`src/rtl/ssp_rx_logic.sv`:
```
// ---------------------------------------------------------------------------
// ssp_rx_logic
// Receive side of a TI-SSI synchronous serial port. The external serial clock,
// frame sync and data are synchronized into the PCLK domain. Each rising edge
// of the synchronized serial clock is one sample event. Bits are assembled MSB
// first into an 8-bit word, which is then offered to a downstream receive FIFO.
//
// Ports
//   PCLK        in   system clock, rising edge
//   CLEAR_B     in   synchronous active-low reset
//   SSPCLKIN    in   serial clock from the external master (async, <= PCLK/4)
//   SSPFSSIN    in   frame sync, high during the bit before the MSB
//   SSPRXD      in   serial data, MSB first
//   RxFIFO_FULL in   receive FIFO full flag
//   ROR_CLR     in   one-cycle pulse that clears the overrun flag
//   RxDATA      out  last assembled word, held until the next word
//   RxFIFO_WR   out  one-cycle FIFO write strobe
//   SSPRORINTR  out  sticky receive overrun flag
//   RX_BUSY     out  high while a frame is in progress
// ---------------------------------------------------------------------------
// state   | meaning
// IDLE    | waiting for a sample event with frame sync high
// SHIFT   | collecting the 8 data bits
// DELIVER | one cycle: offer the word to the FIFO or flag an overrun
// ---------------------------------------------------------------------------
module ssp_rx_logic #(
    parameter int DATA_WIDTH  = 8,
    parameter int SYNC_STAGES = 2
) (
    input  logic                  PCLK,
    input  logic                  CLEAR_B,
    input  logic                  SSPCLKIN,
    input  logic                  SSPFSSIN,
    input  logic                  SSPRXD,
    input  logic                  RxFIFO_FULL,
    input  logic                  ROR_CLR,
    output logic [DATA_WIDTH-1:0] RxDATA,
    output logic                  RxFIFO_WR,
    output logic                  SSPRORINTR,
    output logic                  RX_BUSY
);

    localparam int CNT_W = $clog2(DATA_WIDTH);

    typedef enum logic [1:0] {
        IDLE    = 2'd0,
        SHIFT   = 2'd1,
        DELIVER = 2'd2
    } state_t;

    // Bit 2 = serial clock, bit 1 = frame sync, bit 0 = data.
    logic [2:0]            r_sync [SYNC_STAGES];
    logic                  r_clk_prev;
    state_t                r_state;
    logic [CNT_W-1:0]      r_bit_cnt;
    logic [DATA_WIDTH-1:0] r_shift;
    logic                  r_start_pend;
    logic [DATA_WIDTH-1:0] r_data;
    logic                  r_wr;
    logic                  r_ror;
    logic                  r_busy;

    logic                  w_clk_s;
    logic                  w_fss_s;
    logic                  w_rxd_s;
    logic                  w_sample;
    logic                  w_last_bit;
    state_t                w_state_nxt;
    logic [CNT_W-1:0]      w_cnt_nxt;
    logic [DATA_WIDTH-1:0] w_shift_nxt;
    logic                  w_pend_nxt;
    logic [DATA_WIDTH-1:0] w_data_nxt;
    logic                  w_wr_nxt;
    logic                  w_ror_nxt;
    logic                  w_busy_nxt;

    // All three serial inputs share the same synchronizer depth, so data and
    // frame sync stay aligned with the serial clock edge that samples them.
    always_ff @(posedge PCLK) begin
        if (!CLEAR_B) begin
            for (int i = 0; i < SYNC_STAGES; i++) begin
                r_sync[i] <= 3'b000;
            end
            r_clk_prev <= 1'b0;
        end else begin
            r_sync[0] <= {SSPCLKIN, SSPFSSIN, SSPRXD};
            for (int i = 1; i < SYNC_STAGES; i++) begin
                r_sync[i] <= r_sync[i-1];
            end
            r_clk_prev <= w_clk_s;
        end
    end

    assign w_clk_s    = r_sync[SYNC_STAGES-1][2];
    assign w_fss_s    = r_sync[SYNC_STAGES-1][1];
    assign w_rxd_s    = r_sync[SYNC_STAGES-1][0];
    assign w_sample   = w_clk_s & ~r_clk_prev;
    assign w_last_bit = (r_bit_cnt == CNT_W'(DATA_WIDTH - 1));

    always_ff @(posedge PCLK) begin
        if (!CLEAR_B) begin
            r_state <= IDLE;
        end else begin
            r_state <= w_state_nxt;
        end
    end

    always_comb begin
        w_state_nxt = r_state;
        unique case (r_state)
            IDLE:    if (w_sample && w_fss_s) w_state_nxt = SHIFT;
            SHIFT:   if (w_sample && w_last_bit) w_state_nxt = DELIVER;
            DELIVER: w_state_nxt = r_start_pend ? SHIFT : IDLE;
            default: w_state_nxt = IDLE;
        endcase
    end

    always_comb begin
        w_cnt_nxt   = r_bit_cnt;
        w_shift_nxt = r_shift;
        w_pend_nxt  = r_start_pend;
        w_data_nxt  = r_data;
        w_wr_nxt    = 1'b0;
        // Clear first; a same-cycle overrun below overrides it.
        w_ror_nxt   = r_ror & ~ROR_CLR;
        w_busy_nxt  = (w_state_nxt != IDLE);
        unique case (r_state)
            IDLE: begin
                if (w_sample && w_fss_s) w_cnt_nxt = '0;
            end
            SHIFT: begin
                if (w_sample) begin
                    w_shift_nxt = {r_shift[DATA_WIDTH-2:0], w_rxd_s};
                    w_cnt_nxt   = r_bit_cnt + CNT_W'(1);
                    if (w_last_bit) begin
                        w_data_nxt = {r_shift[DATA_WIDTH-2:0], w_rxd_s};
                        // Frame sync on the LSB starts the next frame back-to-back.
                        w_pend_nxt = w_fss_s;
                    end
                end
            end
            DELIVER: begin
                if (RxFIFO_FULL) w_ror_nxt = 1'b1;
                else             w_wr_nxt  = 1'b1;
                if (r_start_pend) begin
                    w_cnt_nxt  = '0;
                    w_pend_nxt = 1'b0;
                end
            end
            default: ;
        endcase
    end

    always_ff @(posedge PCLK) begin
        if (!CLEAR_B) begin
            r_bit_cnt    <= '0;
            r_shift      <= '0;
            r_start_pend <= 1'b0;
            r_data       <= '0;
            r_wr         <= 1'b0;
            r_ror        <= 1'b0;
            r_busy       <= 1'b0;
        end else begin
            r_bit_cnt    <= w_cnt_nxt;
            r_shift      <= w_shift_nxt;
            r_start_pend <= w_pend_nxt;
            r_data       <= w_data_nxt;
            r_wr         <= w_wr_nxt;
            r_ror        <= w_ror_nxt;
            r_busy       <= w_busy_nxt;
        end
    end

    assign RxDATA     = r_data;
    assign RxFIFO_WR  = r_wr;
    assign SSPRORINTR = r_ror;
    assign RX_BUSY    = r_busy;

endmodule

```
`config.mk`:
```
export PLATFORM = sky130hd
export DESIGN_NAME = ssp_rx_logic
export DESIGN_NICKNAME = d
export VERILOG_FILES = /design/src/rtl/ssp_rx_logic.sv
export SDC_FILE = /design/constraint.sdc
export NUM_CORES = 1
export LEC_CHECK = 0
export ABC_AREA = 1
export CAP_MARGIN = 20
export CORE_MARGIN = 5
export CORE_UTILIZATION = 54
export DETAILED_ROUTE_END_ITERATION = 8
export PLACE_DENSITY = 0.8
export SLEW_MARGIN = 25
export SYNTH_ARGS = -nofsm -noshare
export SYNTH_HDL_FRONTEND = slang
export SYNTH_SLANG_ARGS = --single-unit
```
`constraint.sdc`:
```
create_clock -name PCLK -period 3 [get_ports PCLK]
set_input_delay 0.3 -clock PCLK [delete_from_list [all_inputs] [get_ports PCLK]]
set_output_delay 0.3 -clock PCLK [all_outputs]
set_load 0.005 [all_outputs]
```
# Yosys cells after proc, flatten, opt, wreduce, memory -nomap -nowiden
# Memory sizes are Yosys's and may differ from the RTL's.
# Cells that the tools add are included.
[word_totals]
ff_bits = 25
latchBits = 0
mem_bits_rw = 6
rom_bits = 0
in_bits = 7
output_inout_bits = 11
word_cells = 53
n_memories = 1
[classes]
addsub = 1
mul = 0
n_div = 0
order_cmp = 0
eq_ne = 7
shift = 0
mux = 18
bitwise_logic = 6
n_reduce_logical = 11
[mem_list]
columns = ["memory", "words", "word_bits", "rd", "rd_ports_with_merged_regs", "wr", "line", "source"]
rows = [
  ["r_sync", 2, 3, 2, 0, 2, "52", "logic [2:0] r_sync [SYNC_STAGES];"],
]
[op_table]
columns = ["operator", "n"]
rows = [
  ["two-way mux 3 bit", 5],
  ["one-hot mux 3 bit (3 select lines)", 1],
  ["two-way mux 1 bit", 8],
  ["!= test 2 bit (second input constant)", 4],
  ["one-hot mux 2 bit (3 select lines)", 1],
  ["AND reduction 3 bit", 2],
  ["two-way mux 2 bit", 2],
  ["AND reduction 2 bit", 2],
  ["AND reduction 4 bit", 1],
  ["nonzero test 2 bit", 2],
  ["adder 3 x 1 -> 3 bit (second input constant)", 1],
  ["== test 3 bit (second input constant)", 1],
  ["nonzero test 3 bit", 1],
  ["bitwise AND 1 bit", 2],
  ["== test 2 x 1 -> 1 bit (second input constant)", 1],
  ["== test 2 bit (second input constant)", 1],
  ["logical AND 1 bit", 2],
  ["zero test 2 bit", 1],
  ["inverter 1 bit", 2],
  ["bitwise OR 1 bit", 2],
  ["one-hot mux 1 bit (2 select lines)", 1],
]

# Longest topological paths before layout
[logic_depth]
ltp_word = 6
depth_mapped = 7
depth_no_buf = 7

# Worst setup path before layout
# No wires, ideal clock.
[synth_path]
path_type = "register to register"
from = "register r_bit_cnt[0]"
to = "register r_data[5] (netlist: RxDATA[5])"
setup_time_ns = 0.115
arrival_time_ns = 1.034
required_time_ns = 2.885
setup_slack_ns = 1.852
path_stages_with_launch = 7
path_buffers = 0
synth_period_minus_slack_ns = 1.148
path_cell_list = "dfxtp_1 ha_1 ha_1 nand2_4 clkinv_4 nand2_1 o21ai_2"
[synth_between]
elab_chain_cells = 2
[synth_rtl]
columns = ["element", "line", "source"]
rows = [
  ["start, declared", "55", "logic [CNT_W-1:0] r_bit_cnt;"],
  ["start signal, assigned", "164", "r_bit_cnt <= w_cnt_nxt;"],
  ["== test 3 bit", "98", "assign w_last_bit = (r_bit_cnt == CNT_W'(DATA_WIDTH - 1));"],
  ["AND reduction 3 bit (no source line)", "-", ""],
  ["end signal, assigned", "167", "r_data <= w_data_nxt;"],
  ["end, declared", "58", "logic [DATA_WIDTH-1:0] r_data;"],
]
# Every way passes these cells.
# A chain may end at the register's enable or synchronous reset.

# Worst setup path in the final report
[layout_path]
from = "register r_data[3] (netlist: RxDATA[3])"
to = "output RxDATA[3]"
[layout_lines]
columns = ["element", "line", "source"]
rows = [
  ["end, declared", "37", "output logic [DATA_WIDTH-1:0] RxDATA,"],
]
# No word-level cell between the ends.

==> flow_summary.ini <==
[clock_tree]
cts_max_path_buffers = 2
cts_resized = 0
cts_tree = done
h-tree-depth = 2
root_buffer = clkbuf_4
postCtsSetupRepairBufs = 0
path_clk_slew_ps = 90
cts_made_buffers = 5
ctsHoldBuffers = 0
clk_latency_ps = 320
clock-sinks = 31

[timing]
finClkSkew_ps = 10.0
timing.final.ws_setup_ps = 1520
final-hold-violation-count = 0
max_freq_ghz = 0.675
min_period_over_period = 0.494
tns_ps = 0
slew_viol_final = 0
rsz0062_at_grt = false
setup_violations = 0
period_minus_slack_ps = 1480
maxSlewHeadroom = 0.807
tightest_slew_ps = 288

[logic_synthesis]
yosys_warnings = 0
synth_nets = 148
ys_ff_latch = 31
syn_inst = 139
syn_avg_cell_area_um2 = 8.08
synth-seq-area-share = 0.552
syn_area_um2 = 1120
synth_cell_type_count = 21

[critical_path]
crit_path_start_kind = flip-flop
startpoint = RxDATA[3]
crit_family = buffers and inverters
cp-end-kind = primary output
cp_num_buf_inv = 1
path_class = flip-flop to primary output
worst_path_max_delay_cell = clkdlybuf4s50_1
cp.arrival_ps = 1180
crit_chain = clkdlybuf4s50_1
r2r-start = r_state[1]
max_stage_delay_ps = 510
path_max_fanout = 2
crit_required_ps = 2700

[placement]
placed_cells = 181
place_ws_ps = 1380
io_buffers = 17
dp_hpwl_mm = 1.54
gp_congestion = 0.745

[detailed_routing]
final_antenna_net_count = 0
route.detailed.drc = 0
firstDrtPassIters = 4
via_per_inst = 4.91
vias = 928
wirelength_mm = 2.10
dr.first_iter.drc_count = 6
wire_per_inst_um = 11.1

[global_routing]
first_global_vias = 935
grt_max_degree = 24
antenna_found_initial = 0
gr-usage-all-layers = 0.156
grt-ovfl-total = 0
grt_first_pass_wirelength_mm = 3.81

[finish]
fill_cells = 161
layout_common_cells = nand2_1, dfxtp_1, nor2_1
antenna_cells = 0
regArea_um2 = 621
layout_commonest_cell = nand2_1
multiInputGateArea_um2 = 412
nNetsFinal = 170
layout-drive-gt1-share = 0.0864
finalNonFillerCells = 189
syn2layout_area_growth_pct = 21.6

[floorplan]
num_io_pins = 18
core.rowCount = 16
die_y_um = 55.6
start_util = 0.567
die_area_um2 = 3090
core_um2 = 1980
dieWidth_um = 55.6

[power]
p_per_area_nw_per_um2 = 484
ir_drop_v = 0.000328
p_leak_nw = 0.593

[status]
status = finished clean

[job]
maxCapViolCount = 0

[hold_path]
min_from = r_sync[0][2]
hold_class = flip-flop to flip-flop
==> metal layers <==
layer	track usage	vias up	wire length (um)
li1	-	478	-
met1	0.154	425	870
met2	0.284	19	1070
met3	0.0487	6	106
met4	0.0938	0	54
met5	0	-	0
==> flip-flops by register name (all words and copies together) (netlist names) <==
| name | flops |
|---|---|
| r_start_pend | 1 |
| r_sync | 6 |
| RxDATA | 8 |
| r_shift | 7 |
| RX_BUSY | 1 |
| r_bit_cnt | 3 |
| r_state | 2 |
| SSPRORINTR | 1 |
| r_clk_prev | 1 |
| RxFIFO_WR | 1 |
==> layout make-up <==
cell class | count | area share
Clock buffer | 7 | 0.0330
Clock inverter | 1 | 0.00366
Inverter | 18 | 0.0531
Multi-Input combinational cell | 87 | 0.301
Sequential cell | 31 | 0.454
Tap cell | 27 | 0.0247
Timing Repair Buffer | 18 | 0.130
==> path summary, 6_finish.rpt <==
kind	endpoint	slack, ps	cells after the start
max	RxDATA[3]	1520	1
min	r_sync[0][5]	430	2
min reg2reg	r_sync[0][5]	430	2
max reg2reg	r_shift[4]	1620	6
==> where the power goes <==
part | switching [mW] | internal, mW
sequential | 0.00202 | 0.416
combinational | 0.0120 | 0.0110
clock | 0.130 | 0.0912
==> synthesized netlist by cell type (all sizes together) <==
master,n,area (um2)
nand2,34,138
dfxtp,31,621
nor2,20,82.6
inv,16,60.1
o21ai,14,73.8
a21oi,11,58.8
nand3,3,15.0
clkbuf,2,7.51
clkinv,2,12.5
ha,2,25.0
buf,1,11.3
nand4,1,6.26
nor3,1,5.00
o211ai,1,7.51
==> logic make-up after synthesis <==
logic type      share of synthesized area
fa+ha+maj                          0.0223
simple gates                        0.219
buf+inv                            0.0813
compound gates                      0.125
flops                               0.552
==> metrics by stage <==
| stage | power (mW) | instance area [um2] | util | hold WS (ps) |
|---|---|---|---|---|
| 2_1_floorplan | 0.438 | 1120 | - | 377 |
| 3_3_place_gp | 0.450 | 1320 | 0.664 | 397 |
| 3_5_place_dp | 0.451 | 1320 | 0.664 | 410 |
| 4_1_cts | 0.669 | 1370 | 0.689 | 428 |
| 5_1_grt | 0.692 | 1370 | 0.689 | 455 |
| 6_report | 0.662 | 1370 | 0.689 | 427 |
==> worst register-to-register path, stage by stage, from the launching register on <==
cell	delay, ps
dfxtp_1	380
inv_2	90
nand2_2	60
nor2_4	270
inv_1	200
o21ai_0	210
a21oi_1	60
No activity file was read; power rests on OpenSTA's default activity.
